`src/rtl/multicycle_control.sv`:
```
// multicycle_control: main sequencing FSM for the multicycle RV32I core
module multicycle_control #(
    parameter int INSTRET_WIDTH   = 32,
    parameter bit TRAP_ON_ILLEGAL = 1'b1
) (
    input  logic                     clk,
    input  logic                     reset,
    input  logic [6:0]               opcode,
    input  logic                     zero,
    input  logic                     mem_ready,
    output logic                     pc_write,
    output logic                     ir_write,
    output logic                     mem_read,
    output logic                     mem_write,
    output logic                     i_or_d,
    output logic                     reg_write,
    output logic [1:0]               mem_to_reg,
    output logic [1:0]               alu_src_a,
    output logic [1:0]               alu_src_b,
    output logic [1:0]               aluop,
    output logic                     pc_source,
    output logic                     illegal_instr,
    output logic [INSTRET_WIDTH-1:0] instret,
    output logic [3:0]               state
);
    typedef enum logic [3:0] {
        ST_RESET     = 4'd0,
        ST_FETCH     = 4'd1,
        ST_DECODE    = 4'd2,
        ST_MEM_ADDR  = 4'd3,
        ST_MEM_READ  = 4'd4,
        ST_MEM_WB    = 4'd5,
        ST_MEM_WRITE = 4'd6,
        ST_EXEC_R    = 4'd7,
        ST_ALU_WB    = 4'd8,
        ST_BRANCH    = 4'd9,
        ST_JAL       = 4'd10,
        ST_EXEC_I    = 4'd11,
        ST_TRAP      = 4'd15
    } state_t;

    localparam logic [6:0] OP_R   = 7'b0110011;
    localparam logic [6:0] OP_I   = 7'b0010011;
    localparam logic [6:0] OP_LD  = 7'b0000011;
    localparam logic [6:0] OP_ST  = 7'b0100011;
    localparam logic [6:0] OP_BR  = 7'b1100011;
    localparam logic [6:0] OP_JAL = 7'b1101111;

    state_t                   state_q, state_d;
    logic                     mem_read_q, mem_read_d;
    logic                     mem_write_q, mem_write_d;
    logic                     i_or_d_q, i_or_d_d;
    logic                     reg_write_q, reg_write_d;
    logic [1:0]               mem_to_reg_q, mem_to_reg_d;
    logic [1:0]               alu_src_a_q, alu_src_a_d;
    logic [1:0]               alu_src_b_q, alu_src_b_d;
    logic [1:0]               aluop_q, aluop_d;
    logic                     pc_source_q, pc_source_d;
    logic                     illegal_q, illegal_d;
    logic [INSTRET_WIDTH-1:0] instret_q, instret_d;
    logic                     retire;

    // next-state sequencing; memory states hold until mem_ready
    always_comb begin
        state_d = state_q;
        case (state_q)
            ST_RESET:     state_d = ST_FETCH;
            ST_FETCH:     state_d = mem_ready ? ST_DECODE : ST_FETCH;
            ST_DECODE:    state_d = (opcode == OP_R)                      ? ST_EXEC_R   :
                                    (opcode == OP_I)                      ? ST_EXEC_I   :
                                    (opcode == OP_LD || opcode == OP_ST)  ? ST_MEM_ADDR :
                                    (opcode == OP_BR)                     ? ST_BRANCH   :
                                    (opcode == OP_JAL)                    ? ST_JAL      :
                                    TRAP_ON_ILLEGAL                       ? ST_TRAP     : ST_FETCH;
            ST_MEM_ADDR:  state_d = (opcode == OP_ST) ? ST_MEM_WRITE : ST_MEM_READ;
            ST_MEM_READ:  state_d = mem_ready ? ST_MEM_WB : ST_MEM_READ;
            ST_MEM_WRITE: state_d = mem_ready ? ST_FETCH : ST_MEM_WRITE;
            ST_EXEC_R,
            ST_EXEC_I:    state_d = ST_ALU_WB;
            ST_MEM_WB,
            ST_ALU_WB,
            ST_BRANCH,
            ST_JAL:       state_d = ST_FETCH;
            ST_TRAP:      state_d = ST_TRAP;
            default:      state_d = ST_RESET;
        endcase
    end

    // Moore outputs decoded from the upcoming state so they come out of flops
    always_comb begin
        mem_read_d   = state_d == ST_FETCH || state_d == ST_MEM_READ;
        mem_write_d  = state_d == ST_MEM_WRITE;
        i_or_d_d     = state_d == ST_MEM_READ || state_d == ST_MEM_WRITE;
        reg_write_d  = state_d == ST_MEM_WB || state_d == ST_ALU_WB || state_d == ST_JAL;
        mem_to_reg_d = (state_d == ST_MEM_WB) ? 2'b01 : (state_d == ST_JAL) ? 2'b10 : 2'b00;
        alu_src_a_d  = (state_d == ST_DECODE) ? 2'b10 :
                       (state_d == ST_MEM_ADDR || state_d == ST_EXEC_R ||
                        state_d == ST_EXEC_I || state_d == ST_BRANCH) ? 2'b01 : 2'b00;
        alu_src_b_d  = (state_d == ST_FETCH) ? 2'b01 :
                       (state_d == ST_DECODE || state_d == ST_MEM_ADDR ||
                        state_d == ST_EXEC_I) ? 2'b10 : 2'b00;
        aluop_d      = (state_d == ST_EXEC_R || state_d == ST_EXEC_I) ? 2'b10 :
                       (state_d == ST_BRANCH) ? 2'b01 : 2'b00;
        pc_source_d  = state_d == ST_BRANCH || state_d == ST_JAL;
        illegal_d    = state_d == ST_TRAP;
    end

    // an instruction retires on the edge that ends its final state
    always_comb begin
        retire    = state_q == ST_MEM_WB || state_q == ST_ALU_WB || state_q == ST_BRANCH ||
                    state_q == ST_JAL || (state_q == ST_MEM_WRITE && mem_ready);
        instret_d = retire ? instret_q + INSTRET_WIDTH'(1) : instret_q;
    end

    // state, registered outputs and retire counter; reset drops everything at once
    always_ff @(posedge clk or posedge reset) begin
        if (reset) begin
            state_q      <= ST_RESET;
            mem_read_q   <= 1'b0;
            mem_write_q  <= 1'b0;
            i_or_d_q     <= 1'b0;
            reg_write_q  <= 1'b0;
            mem_to_reg_q <= 2'b00;
            alu_src_a_q  <= 2'b00;
            alu_src_b_q  <= 2'b00;
            aluop_q      <= 2'b00;
            pc_source_q  <= 1'b0;
            illegal_q    <= 1'b0;
            instret_q    <= '0;
        end else begin
            state_q      <= state_d;
            mem_read_q   <= mem_read_d;
            mem_write_q  <= mem_write_d;
            i_or_d_q     <= i_or_d_d;
            reg_write_q  <= reg_write_d;
            mem_to_reg_q <= mem_to_reg_d;
            alu_src_a_q  <= alu_src_a_d;
            alu_src_b_q  <= alu_src_b_d;
            aluop_q      <= aluop_d;
            pc_source_q  <= pc_source_d;
            illegal_q    <= illegal_d;
            instret_q    <= instret_d;
        end
    end

    // handshake-qualified enables react within the cycle
    always_comb begin
        ir_write = state_q == ST_FETCH && mem_ready;
        pc_write = (state_q == ST_FETCH && mem_ready) || (state_q == ST_BRANCH && zero) ||
                   state_q == ST_JAL;
    end

    assign mem_read      = mem_read_q;
    assign mem_write     = mem_write_q;
    assign i_or_d        = i_or_d_q;
    assign reg_write     = reg_write_q;
    assign mem_to_reg    = mem_to_reg_q;
    assign alu_src_a     = alu_src_a_q;
    assign alu_src_b     = alu_src_b_q;
    assign aluop         = aluop_q;
    assign pc_source     = pc_source_q;
    assign illegal_instr = illegal_q;
    assign instret       = instret_q;
    assign state         = state_q;
endmodule

```
`config.mk`:
```
export PLATFORM = sky130hd
export DESIGN_NAME = multicycle_control
export DESIGN_NICKNAME = d
export VERILOG_FILES = /design/src/rtl/multicycle_control.sv
export SDC_FILE = /design/constraint.sdc
export NUM_CORES = 1
export LEC_CHECK = 0
export CAP_MARGIN = 40
export CORE_MARGIN = 3
export CORE_UTILIZATION = 48
export CTS_CLUSTER_DIAMETER = 200
export DETAILED_ROUTE_END_ITERATION = 7
export PLACE_DENSITY = 0.79
export SYNTH_ARGS = -nofsm -noshare
export SYNTH_HDL_FRONTEND = slang
export SYNTH_SLANG_ARGS = --single-unit
export TNS_END_PERCENT = 10
```
`constraint.sdc`:
```
create_clock -name clk -period 2.3 [get_ports clk]
set_input_delay 0.46 -clock clk [delete_from_list [all_inputs] [get_ports clk]]
set_output_delay 0.46 -clock clk [all_outputs]
set_load 0.02 [all_outputs]
```
Yosys cells after proc, flatten, opt, wreduce, memory -nomap -nowiden --
Index checks and enable logic that the tools add are counted.
Storage, ports and cells: flip-flop bits (word level) 50, output and inout port bits 52
Operators by class: muxes and demuxes 18, add/sub/neg operators 1, eq/ne operators 30, reductions and logical operators 24
Operators by type and width (count):
- $eq 4x4->1 const B | 10
- $add 32x1->32 const B | 1
- $eq 4x3->1 const B | 8
- $pmux 4 s8 | 1
- $logic_or 1x1->1 | 18
- $eq 4x2->1 const B | 4
- $mux 2 | 8
- $eq 7x6->1 const B | 2
- $eq 7x7->1 const B | 2
- $mux 4 | 3
- $mux 3 | 3
- $eq 4x1->1 const B | 2
- $eq 7x2->1 const B | 1
- $eq 7x5->1 const B | 1
- $reduce_or 5->1 | 1
- $logic_not 4->1 | 1
- $logic_and 1x1->1 | 3
- $mux 1 | 3
- $reduce_or 2->1 | 1

Logic depth before layout (Yosys ltp) --
Gate-level depths: netlist of the first run.
depth in word-level cells 13, mapped depth 8, mapped depth without buffers 6

Least setup slack after synthesis of the first run --
No wires, ideal clock.
path type reg2reg, from reg state_q[0] (netlist: state[0]), to reg mem_read_q (netlist: mem_read), slack 0.377 ns, data required time 2.213 ns, arrival time 1.836 ns, stages on the path, launching flop included 7, library setup time 0.087 ns, period minus slack after synthesis 1.923 ns, path through dfrtp_1 buf_6 or4b_4 o31a_4 clkinv_4 nand3_4 a211oi_2
Between the ends: word-level cells in the longest chain between the ends 5, elaborated cells on any way between the ends 19, those cells by class eq/ne: 14; mux: 1; reduce/logical: 4
Ends and longest elaborated chain:
- start, declared | RTL line 49 | state_t state_q, state_d;
- start signal, assigned | RTL line 131 | state_q <= state_d;
- $eq 4x3->1, or another cell as far along | RTL line 66 | case (state_q)
- $reduce_or 5->1 (no line) or $reduce_or 2->1 (tied branches)
- $pmux 4 s8 * | RTL line 66
- net state_d[2] | RTL line 49
- $eq 4x1->1 or $eq 4x3->1 (tied branches) | RTL line 91 | mem_read_d = state_d == ST_FETCH || state_d == ST_MEM_READ;
- $logic_or 1x1->1 * | RTL line 91
- net mem_read_d | RTL line 50 | logic mem_read_q, mem_read_d;
- end signal, assigned | RTL line 132 | mem_read_q <= mem_read_d;
- end, declared | RTL line 50
The timed path passes the listed nets; every way through them passes the cells marked *. A chain may end at the register's enable or synchronous reset.

Final worst setup path of the first run --
from in mem_ready, to out pc_write
Between the ends: word-level cells in the longest chain between the ends 3
Ends and longest elaborated chain:
- start, declared | RTL line 10 | input logic mem_ready,
- $logic_and 1x1->1 | RTL line 149 | pc_write = (state_q == ST_FETCH && mem_ready) || (state_q == ST_BRANCH && zero) ||
- $logic_or 1x1->1 (2 in series) | RTL line 149
- end, declared | RTL line 11 | output logic pc_write,
No other way between the ends.

==> summary.md, run 1 <==
| Metric | Value |
|---|---|
| Asr flop ratio synth | 100.0% |
| Final Hold Violating Endpoints | 0 |
| R2r startpoint | state[3] |
| Post-synthesis cell count | 220 |
| Largest net degree at the start of global routing | 26 |
| Number of flops mapped to enable cells by yosys | 0 |
| First-pass GRT wire length | 9342 µm |
| Initial core utilization | 50.42% |
| CTS Root Cell | clkbuf_8 |
| NumNets Final | 310 |
| I/O Buffers | 62 |
| Area delta synth->final | 37.61% |
| Rel. slew slack | 65.85% |
| Crit path largest cell delay | 0.48 ns |
| Psw | 1.226 mW |
| Max_cap viols | 0 |
| Hold Path Class | reg2reg |
| Synth cell types | 46 |
| CP startpoint kind | input pin |
| Post-synth top flop | dfrtp_1 |
| Vias in the first global route | 1967 |
| R2R cell count | 5 |
| Max Slew Vio Count | 0 |
| Placed wire-length estimate | 4018 µm |
| Area leader, netlist | dfrtp_1 |
| DRT iter0 DRCs | 80 |
| Routed length per instance | 14.55 µm |
| Min cycle time layout | 2.116 ns |
| Power, Total | 3.250 mW |
| WHS | 0.4858 ns |
| Pint | 2.024 mW |
| Slowest CP cell | clkdlybuf4s50_1 |
| Comb pwr share | 45.6% |
| Worst setup path start | mem_ready |
| Inst Count DP | 358 |
| Slew @ Worst Pin | 0.5116 ns |
| Ant. Diodes | 0 |
| Final core occ | 69.38% |
| Die H | 77.13 µm |
| Post-Syn Area | 2429 µm² |
| Critical path type | in2out |
| Clk pwr share | 18.9% |
| Layout cells sized above 1 | 12.04% |
| Die X | 77.13 µm |
| Skew final | 0.008234 ns |
| Critical Path End | pc_write |
| Reg2reg end | alu_src_a[0] |
| Worst-case clock buffer depth | 2 |
| CP dominant cell by count | a21oi_1 |
| Leakage | 1.438 nW |
| Final Cycle Share | 91.98% |
| FMAX | 472.7 MHz |
| Avg Cell Area, Syn | 11.04 µm² |
| DR vias | 1928 |
| GRT overflow | 0 |
| Setup repair after global routing missed its margin | false |
| Critical path fanouts, max | 2 |
| Flop2flop setup slack | 0.32 ns |
| Most area-consuming cells after synthesis | dfrtp_1 (52%), xnor2_1 (9.7%), nand3_1 (2.9%) |
| CTS tree | built |
| Post-synthesis sequential area ratio | 51.52% |
| Status | complete, no violations |
| I/O pins | 63 |
| Syn. warnings | 0 |
| CTS H-tree lvls | 2 |
| Syn Nets | 232 |
| Fill count | 390 |
| Clock Latency Late Sink | 0.30 ns |
| Crit path required time | 1.84 ns |
| Gpl congestion | 0.8810 |
| Core footprint | 4817 µm² |
| Via density | 5.268 |
| Reg power frac | 35.5% |
| Gr usage total | 19.33% |
| DRC | 0 |
| Clock sink total | 50 |
| Initial antenna violation count | 0 |
| Setup violators final | 0 |
| Seq cells post-synth | 50 |
| Setup TNS | 0 ns |
| Pwr Density | 972.5 nW/µm² |
| Antenna Violating Nets Remaining | 0 |
| Peak supply drop | 0.0005802 V |
| Setup Buffers After CTS | 0 |
| Reg clk slew, reported paths | 0.09 ns |
| Synth top area share | 51.52% |
| Routed WL | 5325 µm |
| Cells along the critical path | clkdlybuf4s50_1, nor2b_1, a21oi_1, nor3b_1, a21oi_1, nor2_1, clkbuf_2 |
| Sw Ratio | 37.74% |
| Die area | 5949 µm² |
| Num CTS Buffers | 5 |
| WP data arrival | 1.66 ns |
| Max reg flops | 32 |
| Row Count | 25 |
| Drt pass-1 iters | 4 |
| Final std cells w/o fill | 366 |
| Setup crit end kind | primary output |
## layer usage
layer	global-route usage [%]	up-vias	share of wire (%)
met1	22.50	928	43
li1	-	932	-
met3	3.991	7	4.2
met2	35.41	61	52
met4	5.872	0	1.1
met5	0	-	0
## final cells by class
type / count / area (µm²) / area share, %
flip-flops and latches: 50 / 1251 / 37.44
multi-input cells: 158 / 1115 / 33.36
repair buffers: 77 / 752.0 / 22.50
well taps: 67 / 83.83 / 2.508
clock buffers: 5 / 68.82 / 2.059
clock inverters: 3 / 43.79 / 1.310
inverters: 6 / 27.53 / 0.8237
## layout by cell type (no fill, tap or decap), types with 2 or more instances in the layout
cell,n
xnor2_1,27
o21ai_0,6
o31a_1,3
xor2_1,4
nor3_4,2
nor2_1,11
nand2_1,15
inv_1,4
nor2b_1,8
buf_12,2
nand2b_1,5
clkbuf_8,5
nor3b_1,4
and2_1,4
nand4_1,7
buf_4,13
nand3_1,14
and4_1,5
clkdlybuf4s50_1,60
nor3_1,6
a21oi_1,6
and3_1,7
nand3b_1,2
o21bai_1,2
dfrtp_1,50
## per-stage QoR
step                setup WS [ns]  instance area, µm²
floorplan                  0.3768                2429
global placement          -0.2040                3236
detailed placement        -0.2483                3236
CTS                      0.006936                3346
global route              0.05338                3342
finish                     0.1844                3342
## power by group through the flow
stage	sequential (mW)	clock, mW	combinational (mW)
final	1.15	0.615	1.48
after CTS	1.16	0.627	1.49
after global routing	1.18	0.660	1.61
after detailed placement	1.17	0	1.50
after global placement	1.17	0	1.47
after floorplan	1.32	0	0.782
## Yosys cell counts (2+ instances only)
cell type / instances
and4_1: 5
nor2_1: 11
nor3_1: 6
nor2b_1: 8
dfrtp_1: 50
nand4_1: 7
inv_1: 5
nor3_4: 2
and2_1: 4
xnor2_1: 27
and3_1: 7
o21ai_0: 6
nand3b_1: 2
o31a_1: 3
nand3_1: 14
clkbuf_1: 3
o21bai_1: 2
xor2_1: 4
nor3b_1: 4
nand2b_1: 5
nand2_1: 15
a21oi_1: 6
## cell families (layout without fill, tap and decap cells)
logic type	after synthesis	count (layout)	share of synthesized area [%]
and+or+nand+nor	93	93	22.87
DFF	50	50	51.52
xor gates and xnor gates	32	32	11.85
AOI/OAI and AO/OA	31	31	10.20
buffers and inverters	12	91	2.576
adders and majority gates	1	1	0.5151
muxes	1	1	0.4636
## critical path: cells and delay by family
kind                   cells  cell delay, ns
AO/OA/AOI/OAI              2            0.12
AND/OR/NAND/NOR            3            0.43
buffers and inverters      2            0.65
## what timing repair did
item	CTS	global route
hold buffers	0	0
gates resized for setup	2	2
setup endpoints to repair	2	1
## how the worst min path moves through the flow
stage	endpoint	startpoint	depth (start not counted)
after floorplan	instret[31]	instret[31]	1
after global placement	instret[31]	instret[31]	1
after detailed placement	instret[5]	instret[5]	1
after CTS	instret[16]	instret[16]	1
after global routing	instret[28]	instret[28]	1
final	instret[16]	instret[16]	1
Note: power is estimated with default switching activity, not from simulation.
==> inputs of run 2 (changes only) <==
--- a/config.mk
+++ b/config.mk
@@ -11,6 +11,7 @@
 export CTS_CLUSTER_DIAMETER = 200
 export DETAILED_ROUTE_END_ITERATION = 7
 export PLACE_DENSITY = 0.79
+export SKIP_LAST_GASP = 1
 export SYNTH_ARGS = -nofsm -noshare
 export SYNTH_HDL_FRONTEND = slang
 export SYNTH_SLANG_ARGS = --single-unit
==> summary.md, run 2 (synthesis results as in run 1) <==
| Metric | Value |
|---|---|
| Gr usage total | 19.33% |
| Peak supply drop | 0.0005946 V |
| Initial antenna violation count | 0 |
| I/O pins | 63 |
| NumNets Final | 310 |
| Max reg flops | 32 |
| Critical path fanouts, max | 2 |
| Max Slew Vio Count | 0 |
| Routed WL | 5320 µm |
| R2r startpoint | state[3] |
| DRC | 0 |
| Routed length per instance | 14.54 µm |
| Final Cycle Share | 98.03% |
| Commonest non-fill, non-tap cell in the layout | clkdlybuf4s50_1 |
| Setup violators final | 0 |
| Largest net degree at the start of global routing | 26 |
| # hold bufs at CTS | 0 |
| Dpl cell area | 3236 µm² |
| Setup repair after global routing missed its margin | true |
| WP data arrival | 1.79 ns |
| I/O Buffers | 62 |
| R2R cell count | 5 |
| Clock sink total | 50 |
| Rel. slew slack | 65.85% |
| Ant. Diodes | 0 |
| Via density | 5.246 |
| Flop2flop setup slack | 0.31 ns |
| GRT overflow | 0 |
| Row Count | 25 |
| Drt pass-1 iters | 4 |
| Reg2reg end | alu_src_a[0] |
| Gpl congestion | 0.8810 |
| Worst setup path start | mem_ready |
| Pwr Density | 971.9 nW/µm² |
| Setup crit end kind | primary output |
| Worst-case clock buffer depth | 2 |
| Critical Path End | pc_write |
| Reg clk slew, reported paths | 0.09 ns |
| Crit path required time | 1.84 ns |
| Initial core utilization | 50.42% |
| Num CTS Buffers | 5 |
| Die H | 77.13 µm |
| Layout cells sized above 1 | 11.71% |
| Setup TNS | 0 ns |
| CTS tree | built |
| FMAX | 443.5 MHz |
| Min cycle time layout | 2.255 ns |
| Clock Latency Late Sink | 0.30 ns |
| Area delta synth->final | 37.97% |
| Placed wire-length estimate | 4018 µm |
| Die area | 5949 µm² |
| Vias in the first global route | 1967 |
| Status | complete, no violations |
| Antenna Violating Nets Remaining | 0 |
| Max_cap viols | 0 |
| Hold Path Class | reg2reg |
| DRT iter0 DRCs | 80 |
| Critical path type | in2out |
| Slew @ Worst Pin | 0.5116 ns |
| Commonest non-fill, non-tap cells in the layout | clkdlybuf4s50_1 (60), dfrtp_1 (50), xnor2_1 (27), nand2_1 (15), nand3_1 (14) |
| Fill count | 388 |
| Final WS setup | 0.04524 ns |
| Die X | 77.13 µm |
| CP startpoint kind | input pin |
| Final Hold Violating Endpoints | 0 |
| Core footprint | 4817 µm² |
| CTS H-tree lvls | 2 |
| First-pass GRT wire length | 9342 µm |
| Pre-CTS setup slack | -0.2483 ns |
| CTS Root Cell | clkbuf_8 |
| Skew final | 0.008327 ns |
| Leakage | 1.450 nW |
| Final instance area | 3351 µm² |
| DR vias | 1920 |
==> run 2: worst min path at each step <==
| stage | slack [ns] | depth (start not counted) | from | endpoint |
|---|---|---|---|---|
| after floorplan | 0.58 | 1 | instret[31] | instret[31] |
| after global placement | 0.46 | 1 | instret[31] | instret[31] |
| after detailed placement | 0.48 | 1 | instret[5] | instret[5] |
| after CTS | 0.50 | 1 | instret[16] | instret[16] |
| after global routing | 0.52 | 1 | instret[28] | instret[28] |
| final | 0.49 | 1 | instret[16] | instret[16] |
==> run 2: per-layer routing <==
layer  up-vias  global-route usage (%)  share of wire [%]
li1        932                       -                  -
met1       922                   22.50                 43
met2        59                   35.41                 52
met3         7                   3.991                4.5
met4         0                   5.872                1.1
met5         -                       0                  0
==> run 2: through the flow <==
step | hold slack (ns) | util (%) | power, mW | cells
final | 0.4856 | 69.56 | 3.257 | 366
after detailed placement | 0.4838 | 67.17 | 2.669 | 358
after floorplan | 0.5822 | - | 2.104 | 220
after global placement | 0.4602 | 67.17 | 2.645 | 358
after CTS | 0.4965 | 69.48 | 3.281 | 366
after global routing | 0.5167 | 69.56 | 3.453 | 366
==> run 2: critical path, stage by stage <==
cell and delay (ns):
clkdlybuf4s50_1 0.48, nor2b_1 0.17, a21oi_1 0.06, nor3b_1 0.18
a21oi_1 0.06, nor2_1 0.09, clkdlybuf4s15_1 0.31
==> run 2: final cells by class <==
cell class / count / area [µm²] / area share (%)
flip-flops and latches: 50 / 1251 / 37.34
clock inverters: 3 / 43.79 / 1.307
clock buffers: 5 / 68.82 / 2.054
multi-input cells: 158 / 1115 / 33.27
repair buffers: 77 / 760.7 / 22.70
well taps: 67 / 83.83 / 2.502
inverters: 6 / 27.53 / 0.8215
==> run 2: what timing repair did <==
| action | 4_1_cts | 5_1_grt |
|---|---|---|
| cloned | 0 | 0 |
| buffers inserted | 0 | 0 |
| setup endpoints to repair | 2 | 2 |
| gates resized for setup | 1 | 2 |
==> run 2: where the power goes <==
group	total [mW]	switching (mW)	internal (mW)	leakage, nW
logic	1.49	0.813	0.677	0.720
registers	1.15	0.126	1.03	0.671
clock network	0.613	0.287	0.326	0.0585
total	3.26	1.23	2.03	1.45
